$ cat src/rtl/package_settings.sv
// package_settings: system-wide sizing shared by the v4 signal chain.
//   SIZE_FILTER_DATA - width of one signed shaping-filter sample.
package package_settings;
    localparam int SIZE_FILTER_DATA = 16;
endpackage

$ cat src/rtl/v4_parameters.sv
// v4_parameters: types and default tuning for the v4 back-end blocks.
//   peak_state_t   - peak extractor state (ARMED / TRACK / HOLD)
//   PEAK_*         - default threshold, holdoff, pileup width, timestamp width
package v4_parameters;
    typedef enum logic [1:0] {
        ARMED = 2'd0,
        TRACK = 2'd1,
        HOLD  = 2'd2
    } peak_state_t;

    localparam int PEAK_THRESHOLD  = 100;
    localparam int PEAK_HOLDOFF    = 4;
    localparam int PEAK_MAX_WIDTH  = 32;
    localparam int PEAK_TIME_WIDTH = 16;
endpackage

$ cat src/rtl/v4_sat_counter.sv
// v4_sat_counter: W-bit up counter that sticks at all-ones.
//   clk     - clock
//   rst_n   - asynchronous active-low reset (count -> 0)
//   inc_i   - increment request for this cycle
//   count_o - current count
module v4_sat_counter #(
    parameter int W = 8
) (
    input  logic         clk,
    input  logic         rst_n,
    input  logic         inc_i,
    output logic [W-1:0] count_o
);
    logic [W-1:0] count_q;

    always_ff @(posedge clk or negedge rst_n) begin
        if (!rst_n)
            count_q <= '0;
        else if (inc_i && (count_q != {W{1'b1}}))
            count_q <= count_q + 1'b1;
    end

    assign count_o = count_q;
endmodule

$ cat src/rtl/v4_peak_extractor.sv
// v4_peak_extractor: finds pulses above a signed threshold in the shaped
// filter stream, tracks the earliest maximum and emits one event per pulse
// over valid/ready, then waits HOLDOFF cycles before re-arming.
//   clk, reset      - clock, asynchronous active-low reset
//   filter_data     - signed sample, one per clock
//   peak_amplitude  - signed maximum of the held event
//   peak_time       - timestamp of the first sample equal to that maximum
//   peak_valid      - event held; peak_ready accepts it
//   overflow_count  - saturating count of events lost to backpressure
//   pileup_count    - (V4_PEAK_PILEUP_REJECT_EN only) saturating count of
//                     pulses discarded for staying above threshold longer
//                     than MAX_WIDTH cycles
// Build option: define V4_PEAK_PILEUP_REJECT_EN to enable pileup rejection.
module v4_peak_extractor
    import package_settings::*;
    import v4_parameters::*;
#(
    parameter int THRESHOLD  = PEAK_THRESHOLD,
    parameter int HOLDOFF    = PEAK_HOLDOFF,
    parameter int TIME_WIDTH = PEAK_TIME_WIDTH,
    parameter int MAX_WIDTH  = PEAK_MAX_WIDTH
) (
    input  logic                               clk,
    input  logic                               reset,
    input  logic signed [SIZE_FILTER_DATA-1:0] filter_data,
    output logic signed [SIZE_FILTER_DATA-1:0] peak_amplitude,
    output logic        [TIME_WIDTH-1:0]       peak_time,
    output logic                               peak_valid,
    input  logic                               peak_ready,
    output logic        [7:0]                  overflow_count
`ifdef V4_PEAK_PILEUP_REJECT_EN
    ,
    output logic        [7:0]                  pileup_count
`endif
);
    localparam int DW  = SIZE_FILTER_DATA;
    localparam int HCW = (HOLDOFF > 1) ? $clog2(HOLDOFF) : 1;
    localparam logic signed [DW-1:0] THR = DW'(THRESHOLD);

    peak_state_t            state_q, state_d;
    logic [TIME_WIDTH-1:0]  ts_q;
    logic [HCW-1:0]         hold_cnt_q;
    logic signed [DW-1:0]   max_q;
    logic [TIME_WIDTH-1:0]  tmax_q;
    logic                   valid_q;
    logic signed [DW-1:0]   amp_q;
    logic [TIME_WIDTH-1:0]  time_q;

    logic above, hold_done, flagged;
    logic start, track_up, ends, complete, load, drop;

    assign above     = filter_data > THR;
    assign hold_done = hold_cnt_q == HCW'(HOLDOFF - 1);

    // ---------------- FSM: state register ----------------
    always_ff @(posedge clk or negedge reset) begin
        if (!reset) state_q <= ARMED;
        else        state_q <= state_d;
    end

    // ---------------- FSM: next state ----------------
    always_comb begin
        state_d = state_q;
        unique case (state_q)
            ARMED:   if (above) state_d = TRACK;
            TRACK:   if (!above) state_d = (HOLDOFF > 0) ? HOLD : ARMED;
            HOLD:    if (hold_done) state_d = ARMED;
            default: state_d = ARMED;
        endcase
    end

    // ---------------- FSM: decoded actions ----------------
    always_comb begin
        start    = (state_q == ARMED) && above;
        track_up = (state_q == TRACK) && above;
        ends     = (state_q == TRACK) && !above;
        complete = ends && !flagged;
        // A completion is only accepted if the output slot is empty or
        // emptying at this very edge; otherwise it is counted and lost.
        load     = complete && (!valid_q || peak_ready);
        drop     = complete && valid_q && !peak_ready;
    end

    // Free-running timestamp; a sample is tagged with the pre-increment value.
    always_ff @(posedge clk or negedge reset) begin
        if (!reset) ts_q <= '0;
        else        ts_q <= ts_q + 1'b1;
    end

    // Running maximum: strict '>' keeps the earliest of equal maxima.
    always_ff @(posedge clk or negedge reset) begin
        if (!reset) begin
            max_q      <= '0;
            tmax_q     <= '0;
            hold_cnt_q <= '0;
        end else begin
            if (start || (track_up && (filter_data > max_q))) begin
                max_q  <= filter_data;
                tmax_q <= ts_q;
            end
            // Counts HOLD cycles; cleared everywhere else so each holdoff
            // starts from zero.
            if (state_q == HOLD) hold_cnt_q <= hold_cnt_q + 1'b1;
            else                 hold_cnt_q <= '0;
        end
    end

    // Single-entry output slot.
    always_ff @(posedge clk or negedge reset) begin
        if (!reset) begin
            valid_q <= 1'b0;
            amp_q   <= '0;
            time_q  <= '0;
        end else if (load) begin
            valid_q <= 1'b1;
            amp_q   <= max_q;
            time_q  <= tmax_q;
        end else if (valid_q && peak_ready) begin
            valid_q <= 1'b0;
        end
    end

    assign peak_valid     = valid_q;
    assign peak_amplitude = amp_q;
    assign peak_time      = time_q;

    v4_sat_counter #(.W(8)) u_ovf_cnt (
        .clk     (clk),
        .rst_n   (reset),
        .inc_i   (drop),
        .count_o (overflow_count)
    );

`ifdef V4_PEAK_PILEUP_REJECT_EN
    localparam int WW = $clog2(MAX_WIDTH + 2);
    logic [WW-1:0] width_q;

    // Number of above-threshold samples in the current pulse, parked at
    // MAX_WIDTH+1 once the pulse is known to be a pileup.
    always_ff @(posedge clk or negedge reset) begin
        if (!reset)
            width_q <= '0;
        else if (start)
            width_q <= WW'(1);
        else if (track_up && (width_q <= WW'(MAX_WIDTH)))
            width_q <= width_q + 1'b1;
    end

    assign flagged = width_q > WW'(MAX_WIDTH);

    v4_sat_counter #(.W(8)) u_pileup_cnt (
        .clk     (clk),
        .rst_n   (reset),
        .inc_i   (ends && flagged),
        .count_o (pileup_count)
    );
`else
    assign flagged = 1'b0;
`endif
endmodule
$ cat config.mk
export PLATFORM = sky130hd
export DESIGN_NAME = v4_peak_extractor
export DESIGN_NICKNAME = d
export VERILOG_FILES = /design/src/rtl/package_settings.sv /design/src/rtl/v4_parameters.sv /design/src/rtl/v4_sat_counter.sv /design/src/rtl/v4_peak_extractor.sv
export SDC_FILE = /design/constraint.sdc
export NUM_CORES = 1
export LEC_CHECK = 0
export BUFFER_PORTS_ARGS = -buffer_cell sky130_fd_sc_hd__buf_4
export CORE_MARGIN = 2
export CORE_UTILIZATION = 62
export CTS_CLUSTER_SIZE = 28
export DETAILED_ROUTE_END_ITERATION = 10
export PLACE_DENSITY = 0.83
export SYNTH_ARGS = -nofsm -noshare
export SYNTH_HDL_FRONTEND = slang
export SYNTH_SLANG_ARGS = --single-unit
$ cat constraint.sdc
create_clock -name clk -period 5.9 [get_ports clk]
set_input_delay 1.18 -clock clk [delete_from_list [all_inputs] [get_ports clk]]
set_output_delay 1.18 -clock clk [all_outputs]
set_load 0.1 [all_outputs]
# ---- After elaboration in Yosys (flattened, before gate mapping)
# Index checks and enable logic that the tools add are counted.
# Widths: inputs -> output; s select.
dict set report totals {
  inputBits 19
  ff_bits 93
  output_inout_bits 41
  elab_cells 45
}
dict set report op_classes {
  add_sub_neg 3
  n_lt_le_gt_ge 2
  n_reduce_logical 17
  n_eq_ne 7
  muxes 7
}
# op n
set op_table {}
lappend op_table {{$add 16x1->16 const B} 1}
lappend op_table {{$gt 16x16->1} 1}
lappend op_table {{$gt 16x8->1 const B} 1}
lappend op_table {{$logic_and 1x1->1} 9}
lappend op_table {{$add 8x1->8 const B} 1}
lappend op_table {{$mux 2} 4}
lappend op_table {{$ne 8x8->1 const B} 1}
lappend op_table {{$ne 2x2->1 const B} 3}
lappend op_table {{$pmux 2 s3} 1}
lappend op_table {{$eq 2x2->1 const B} 2}
lappend op_table {{$logic_not 1->1} 3}
lappend op_table {{$reduce_and 3->1} 1}
lappend op_table {{$add 2x1->2 const B} 1}
lappend op_table {{$eq 2x1->1 const B} 1}
lappend op_table {{$logic_not 2->1} 1}
lappend op_table {{$logic_or 1x1->1} 2}
lappend op_table {{$mux 1} 2}
lappend op_table {{$reduce_bool 2->1} 1}

# ---- Depth between registers and ports, before layout
# Gate-level depths: netlist of the first run.
dict set report depth {
  depth_word 6
  mapped_depth 11
}

# ---- Modules after synthesis
# From an unflattened synthesis of the first run, not the netlist that was laid out.
dict set report unflattened {
  hier_cells 308
  hier_area_um2 4222.8
}
# module n_inst area_per_inst_um2 cells_per_inst
set by_module_without_submodules {}
lappend by_module_without_submodules {v4_peak_extractor 1 3814.9 274}
lappend by_module_without_submodules {v4_sat_counter 1 407.9 34}

# ---- Worst setup path before layout of the first run
# OpenSTA, ideal clock, no wires.
dict set report synth_path {
  kind {in2reg}
  start {in filter_data[15]}
  end {reg max_q[1]}
  slack_ns 2.923
  arrival_time_ns 2.846
  required_ns 5.769
  cell_stages 9
  cell_sequence {ha_1 -> buf_4 -> nand4_2 -> a2111o_1 -> nand3_1 -> buf_2 -> buf_4 -> mux2i_1 -> nand4_1}
}
dict set report synth_between {
  elab_chain_len 4
}
# item line_no
set synth_lines {}
lappend synth_lines {{start: declaration} v4_peak_extractor.sv:25} ;# input logic signed [SIZE_FILTER_DATA-1:0] filter_data,
lappend synth_lines {{$gt 16x8->1} v4_peak_extractor.sv:52} ;# assign above = filter_data > THR;
lappend synth_lines {{$logic_and 1x1->1} v4_peak_extractor.sv:75} ;# track_up = (state_q == TRACK) && above;
lappend synth_lines {{$logic_and 1x1->1} v4_peak_extractor.sv:97} ;# if (start || (track_up && (filter_data > max_q))) begin
lappend synth_lines {{$logic_or 1x1->1 (*)} v4_peak_extractor.sv:97}
lappend synth_lines {{end signal: assignment} v4_peak_extractor.sv:98} ;# max_q <= filter_data;
lappend synth_lines {{end: declaration} v4_peak_extractor.sv:43} ;# logic signed [DW-1:0] max_q;
# Every way passes the cells marked *; elsewhere a longest branch is shown, timed or not.
# A chain may end at the register's enable or synchronous reset.

# ---- Worst setup path in the final report of the first run
dict set report layout_path {
  start {in filter_data[15]}
  end {reg tmax_q[1]}
}
dict set report layout_between {
  elab_chain_len 4
}
# item line_no
set layout_lines {}
lappend layout_lines {{$gt 16x8->1} v4_peak_extractor.sv:52}
lappend layout_lines {{$logic_and 1x1->1} v4_peak_extractor.sv:75}
lappend layout_lines {{$logic_and 1x1->1} v4_peak_extractor.sv:97}
lappend layout_lines {{$logic_or 1x1->1 (*)} v4_peak_extractor.sv:97}
lappend layout_lines {{end signal: assignment} v4_peak_extractor.sv:99} ;# tmax_q <= ts_q;
lappend layout_lines {{end: declaration} v4_peak_extractor.sv:44} ;# logic [TIME_WIDTH-1:0] tmax_q;
# Marks and branches as above.

==> impl_metrics.env, run 1 <==
export IMPL_synth_seq_area_share_pct=40.0
export IMPL_r2r_slack_ns=2.58
export IMPL_drive_above_1_share_pct=21.4
export IMPL_cp_common_cell="buf_4"
export IMPL_worstPathArrival_ns=4.06
export IMPL_cts_buffers=9
export IMPL_ios=60
export IMPL_place_congestion=0.847
export IMPL_run_status="completed"
export IMPL_cpLargestDelayFamily="buffers and inverters"
export IMPL_ys_ff_latch=93
export IMPL_hold_path_class="reg -> reg"
export IMPL_setup_viol=0
export IMPL_cts_sinks=93
export IMPL_grt_pass1_vias=4615
export IMPL_cts_tree="built"
export IMPL_ys_warn_count=0
export IMPL_hold_viol=0
export IMPL_path_clk_slew_ns=0.09
export IMPL_drtAntennaViolNets=0
export IMPL_synthArstFlopShare_pct=100
export IMPL_first_iter_violations=338
export IMPL_portBuffers=59
export IMPL_clock_path_buffers=2
export IMPL_final_instance_count_excl_fill=709
export IMPL_critPathKind="in -> reg"
export IMPL_grt_max_degree=127
export IMPL_crit_buf_inv=3
export IMPL_totalWireLength_mm=13.7
export IMPL_synth_area_per_cell_um2=10.3
export IMPL_fmax_mhz=261
export IMPL_tightest_slew_ns=1.36
export IMPL_core_um2=9200
export IMPL_fill_cells=682
export IMPL_synthCells=566
export IMPL_synth_edf_count=0
export IMPL_period_needed_ns=3.83
export IMPL_max_slew_margin_pct=9.42
export IMPL_yosys_top_cells_area="dfrtp_1, mux2_4, nand4_1"
export IMPL_yosysTopAreaCellShare_pct=40.0
export IMPL_cp_slowest_cell="buf_4"
export IMPL_hpwlAfterDp_mm=8.46
export IMPL_total_power_mw=3.00
export IMPL_critPathCaptureType="flop"
export IMPL_diodes=0
export IMPL_firstDrtPassIters=6
export IMPL_grt_pass1_wl_mm=22.6
export IMPL_vias=4738
export IMPL_seqCellArea_um2=2330
export IMPL_routed_via_density=6.68
export IMPL_syn_to_final_growth_pct=10.7
export IMPL_start_util_pct=63.3
export IMPL_crit_chain="buf_4, ha_4, buf_4, a221oi_1, nand3_2, buf_4, mux2i_1, nand4_1"
export IMPL_synth_top_area_cell="dfrtp_1"
export IMPL_dp_slack_ns=1.75
export IMPL_max_cap_violations=0
export IMPL_cts_root_buf="clkbuf_8"
export IMPL_drc=0
export IMPL_cts_htree_levels=3
export IMPL_cts_hold_fix_buffers=0
export IMPL_final_cell_mix="dfrtp_1, nand4_1, buf_4"
export IMPL_die_y_um=101
export IMPL_postCtsResizedCells=0
export IMPL_start_kind="input port"
export IMPL_clock_skew_ns=0.00965
export IMPL_num_rows=35
export IMPL_syn_nets=604
export IMPL_setup_slack_ns=2.07
export IMPL_die_w_um=101
export IMPL_layout_commonest_cell="dfrtp_1"
export IMPL_syn_area_um2=5820
export IMPL_ys_types=46
export IMPL_rsz0062_at_grt="no"
export IMPL_place_inst=694
export IMPL_power_density_nw_per_um2=465
export IMPL_setup_tns_final_ns=0
export IMPL_postLayoutCoreUtil_pct=70.1
export IMPL_overflow=0
export IMPL_ir_drop_uv=325
export IMPL_critPathMaxFanout=126
export IMPL_die_area_um2=10200
export IMPL_drv_slew=0
export IMPL_cpPeakStageDelay_ns=0.86
export IMPL_post_route_period_util_pct=64.9
export IMPL_wl_per_cell_um=19.3
export IMPL_synthFlopType="dfrtp_1"
export IMPL_multi_input_area_um2=3210
export IMPL_grt_util_all_layers_pct=27.3
export IMPL_cts_setup_buffers=0
export IMPL_cp_required_ns=6.13
export IMPL_clock_latency_ns=0.36
export IMPL_p_leak_nw=3.06
export IMPL_nets=632
export IMPL_antenna_found_initial=0
## power by group
group | internal [mW] | leakage (nW) | switching [mW]
sequential | 0.798 | 1.16 | 0.146
combinational | 0.488 | 1.81 | 1.14
clock | 0.195 | 0.0886 | 0.231
## layout make-up
class / count / share of cell area [%]
Tap cell: 111 / 2.15
Sequential cell: 93 / 36.1
Clock buffer: 10 / 1.98
Clock inverter: 5 / 0.970
Timing Repair Buffer: 68 / 7.91
Inverter: 19 / 1.11
Multi-Input combinational cell: 403 / 49.8
## metrics by stage
step	hold slack (ns)	area (um2)
5_1_grt	0.466	6450
3_3_place_gp	0.420	6260
6_report	0.448	6450
3_5_place_dp	0.439	6260
4_1_cts	0.448	6450
2_1_floorplan	0.408	5820
## cells by family after synthesis
kind of cell               after synthesis  share of synthesized area, %
AOI/OAI and AO/OA                       56                          7.33
xor gates and xnor gates                22                          3.31
adders and majority gates               19                          4.08
buffers and inverters                   70                          5.61
DFF                                     93                          40.0
muxes                                   64                          13.6
and+or+nand+nor                        242                          26.1
## routing by layer
| metal | wire (um) | track usage, % | vias up |
|---|---|---|---|
| met5 | 0 | 0 | - |
| met3 | 681 | 4.72 | 21 |
| li1 | - | - | 2183 |
| met2 | 6620 | 43.0 | 178 |
| met1 | 6150 | 38.4 | 2356 |
| met4 | 191 | 9.04 | 0 |
## registers in the layout (all words and copies together) (netlist names)
signal,flops
max_q,16
peak_amplitude,16
peak_time,16
tmax_q,16
ts_q,16
u_ovf_cnt.count_o,8
hold_cnt_q,2
state_q,2
peak_valid,1
## cell usage after synthesis, types with 2 or more instances
cell,n
dfrtp_1,93
nand4_1,70
nand2_1,43
and3_1,36
mux2i_1,31
mux2_4,30
a22oi_1,29
nor4b_1,29
clkbuf_1,26
ha_1,19
inv_1,19
buf_2,18
xnor2_1,18
nor3b_1,17
nor3_1,14
nand3_1,11
a21oi_1,7
nor2_1,6
buf_6,4
xor2_1,4
buf_4,3
mux2_2,3
nand2b_1,3
o21ai_0,3
a2111o_1,2
a211oi_1,2
and2_1,2
nor2b_1,2
nor4_1,2
nor4_4,2
o21ai_1,2
o22a_1,2
## final timing paths
check | start | depth (start not counted) | to
max in group asynchronous | reset | 2 | ts_q[6]$_DFF_PN0_
worst min-delay path | hold_cnt_q[0]$_DFF_PN0_ | 1 | hold_cnt_q[0]$_DFF_PN0_
worst max register to register | max_q[15]$_DFFE_PN0P_ | 8 | tmax_q[1]$_DFFE_PN0P_
worst max-delay path | filter_data[15] | 8 | tmax_q[1]$_DFFE_PN0P_
worst min register to register | hold_cnt_q[0]$_DFF_PN0_ | 1 | hold_cnt_q[0]$_DFF_PN0_
min in group asynchronous | reset | 1 | u_ovf_cnt.count_o[4]$_DFFE_PN0P_
## worst register-to-register path, delay by kind of cell, from the launching register on
kind / cells / cell delay, ns
buffers and inverters: 3 / 1.41
AO/OA/AOI/OAI: 1 / 0.31
flip-flops: 1 / 0.36
AND/OR/NAND/NOR: 2 / 0.58
adder cells (fa/ha/maj): 1 / 0.28
multiplexers: 1 / 0.27
Power figures use the tool's default switching activity.
==> inputs of run 2 (changes only) <==
--- a/config.mk
+++ b/config.mk
@@ -7,10 +7,10 @@
 export LEC_CHECK = 0
 export BUFFER_PORTS_ARGS = -buffer_cell sky130_fd_sc_hd__buf_4
 export CORE_MARGIN = 2
-export CORE_UTILIZATION = 62
+export CORE_UTILIZATION = 60
 export CTS_CLUSTER_SIZE = 28
 export DETAILED_ROUTE_END_ITERATION = 10
-export PLACE_DENSITY = 0.83
+export PLACE_DENSITY = 0.81
 export SYNTH_ARGS = -nofsm -noshare
 export SYNTH_HDL_FRONTEND = slang
 export SYNTH_SLANG_ARGS = --single-unit
==> constraint.sdc (replaced) <==
create_clock -name clk -period 3.8 [get_ports clk]
set_input_delay 0.76 -clock clk [delete_from_list [all_inputs] [get_ports clk]]
set_output_delay 0.76 -clock clk [all_outputs]
set_load 0.1 [all_outputs]
==> impl_metrics.env, run 2 (same netlist as run 1, synthesis figures left out) <==
export IMPL_cts_setup_buffers=0
export IMPL_cts_hold_fix_buffers=0
export IMPL_setup_tns_final_ns=0
export IMPL_worstPathArrival_ns=2.99
export IMPL_grt_pass1_wl_mm=23.4
export IMPL_clock_path_buffers=2
export IMPL_cts_htree_levels=3
export IMPL_firstDrtPassIters=6
export IMPL_placed_area_um2=6340
export IMPL_num_rows=35
export IMPL_grt_pass1_vias=4709
export IMPL_cts_tree="built"
export IMPL_drive_above_1_share_pct=22.2
export IMPL_drc=0
export IMPL_period_needed_ns=2.70
export IMPL_clock_skew_ns=0.0159
export IMPL_routed_via_density=6.64
export IMPL_die_area_um2=10500
export IMPL_p_leak_nw=3.09
export IMPL_path_clk_slew_ns=0.10
export IMPL_ir_drop_uv=610
export IMPL_total_power_mw=4.75
export IMPL_fmax_mhz=370
export IMPL_fill_cells=709
export IMPL_multi_input_area_um2=3210
export IMPL_max_cap_violations=0
export IMPL_overflow=0
export IMPL_cts_sinks=93
export IMPL_nets=637
export IMPL_final_cell_mix="dfrtp_1, buf_4, nand4_1"
export IMPL_drv_slew=0
export IMPL_diodes=0
export IMPL_hold_path_class="in -> async"
export IMPL_totalWireLength_mm=14.3
export IMPL_critPathCaptureType="flop"
export IMPL_layout_commonest_cell="dfrtp_1"
export IMPL_setup_slack_ns=1.10
export IMPL_portBuffers=59
export IMPL_place_inst=717
export IMPL_critPathKind="in -> reg"
export IMPL_cts_buffers=9
export IMPL_first_iter_violations=360
export IMPL_dp_slack_ns=0.841
export IMPL_run_status="completed"
export IMPL_postLayoutCoreUtil_pct=70.2
export IMPL_wl_per_cell_um=19.5
export IMPL_final_instance_count_excl_fill=733
export IMPL_die_w_um=103
export IMPL_setup_viol=0
export IMPL_power_density_nw_per_um2=726
export IMPL_tightest_slew_ns=1.15
export IMPL_post_route_period_util_pct=71.0
export IMPL_core_um2=9330
export IMPL_postCtsResizedCells=0
export IMPL_start_util_pct=62.4
export IMPL_hold_viol=0
export IMPL_cp_required_ns=4.09
export IMPL_grt_max_degree=126
export IMPL_cts_root_buf="clkbuf_8"
export IMPL_hpwlAfterDp_mm=8.88
export IMPL_syn_to_final_growth_pct=12.4
export IMPL_critPathMaxFanout=21
export IMPL_die_y_um=103
export IMPL_grt_util_all_layers_pct=28.1
export IMPL_place_congestion=0.840
export IMPL_rsz0062_at_grt="no"
export IMPL_start_kind="input port"
export IMPL_drtAntennaViolNets=0
export IMPL_vias=4870
export IMPL_max_slew_margin_pct=23.7
export IMPL_design_area_um2=6550
export IMPL_clock_latency_ns=0.37
export IMPL_seqCellArea_um2=2330
export IMPL_antenna_found_initial=0
export IMPL_whs_ns=0.403
export IMPL_ios=60
-- run 2: changes by cell type in the layout (fill, tap and decap cells not counted), sizes merged --
| cell | delta |
|---|---|
| buf | +5 |
| clkinv | -1 |
| clkbuf | +1 |
| inv | +1 |
-- run 2: worst paths after layout --
| check | start | end | slack, ns | cells after the start |
|---|---|---|---|---|
| max reg2reg | max_q[9]$_DFFE_PN0P_ | tmax_q[4]$_DFFE_PN0P_ | 1.15 | 9 |
| min in group clk | hold_cnt_q[0]$_DFF_PN0_ | hold_cnt_q[0]$_DFF_PN0_ | 0.44 | 1 |
| max | filter_data[9] | tmax_q[4]$_DFFE_PN0P_ | 1.10 | 9 |
| min | reset | u_ovf_cnt.count_o[5]$_DFFE_PN0P_ | 0.40 | 1 |
| min reg2reg | hold_cnt_q[0]$_DFF_PN0_ | hold_cnt_q[0]$_DFF_PN0_ | 0.44 | 1 |
| max in group asynchronous | reset | max_q[5]$_DFFE_PN0P_ | 2.60 | 2 |
-- run 2: area by class of cell --
| cell class | instances | area share (%) |
|---|---|---|
| Tap cell | 129 | 2.47 |
| Multi-Input combinational cell | 403 | 49.1 |
| Timing Repair Buffer | 73 | 8.76 |
| Sequential cell | 93 | 35.6 |
| Clock buffer | 11 | 2.16 |
| Inverter | 19 | 1.09 |
| Clock inverter | 5 | 0.898 |
-- run 2: report_power, final --
group	switching, mW	internal [mW]
combinational	1.81	0.791
clock	0.363	0.324
sequential	0.228	1.24
-- run 2: per-layer routing --
layer	GRT usage (%)	vias to the layer above	part of all wire, %
met5	0	-	0
met4	10.8	0	1.5
met3	4.27	26	6.2
met2	43.4	220	47
met1	40.3	2432	45
li1	-	2192	-
-- run 2: worst max-delay path: stages --
cell      delay (ns)
buf_4           0.14
ha_1            0.33
nand4_1         0.24
nor2_1          0.07
a221oi_1        0.40
and3_1          0.56
buf_12          0.24
a22oi_1         0.09
nand4_1         0.13
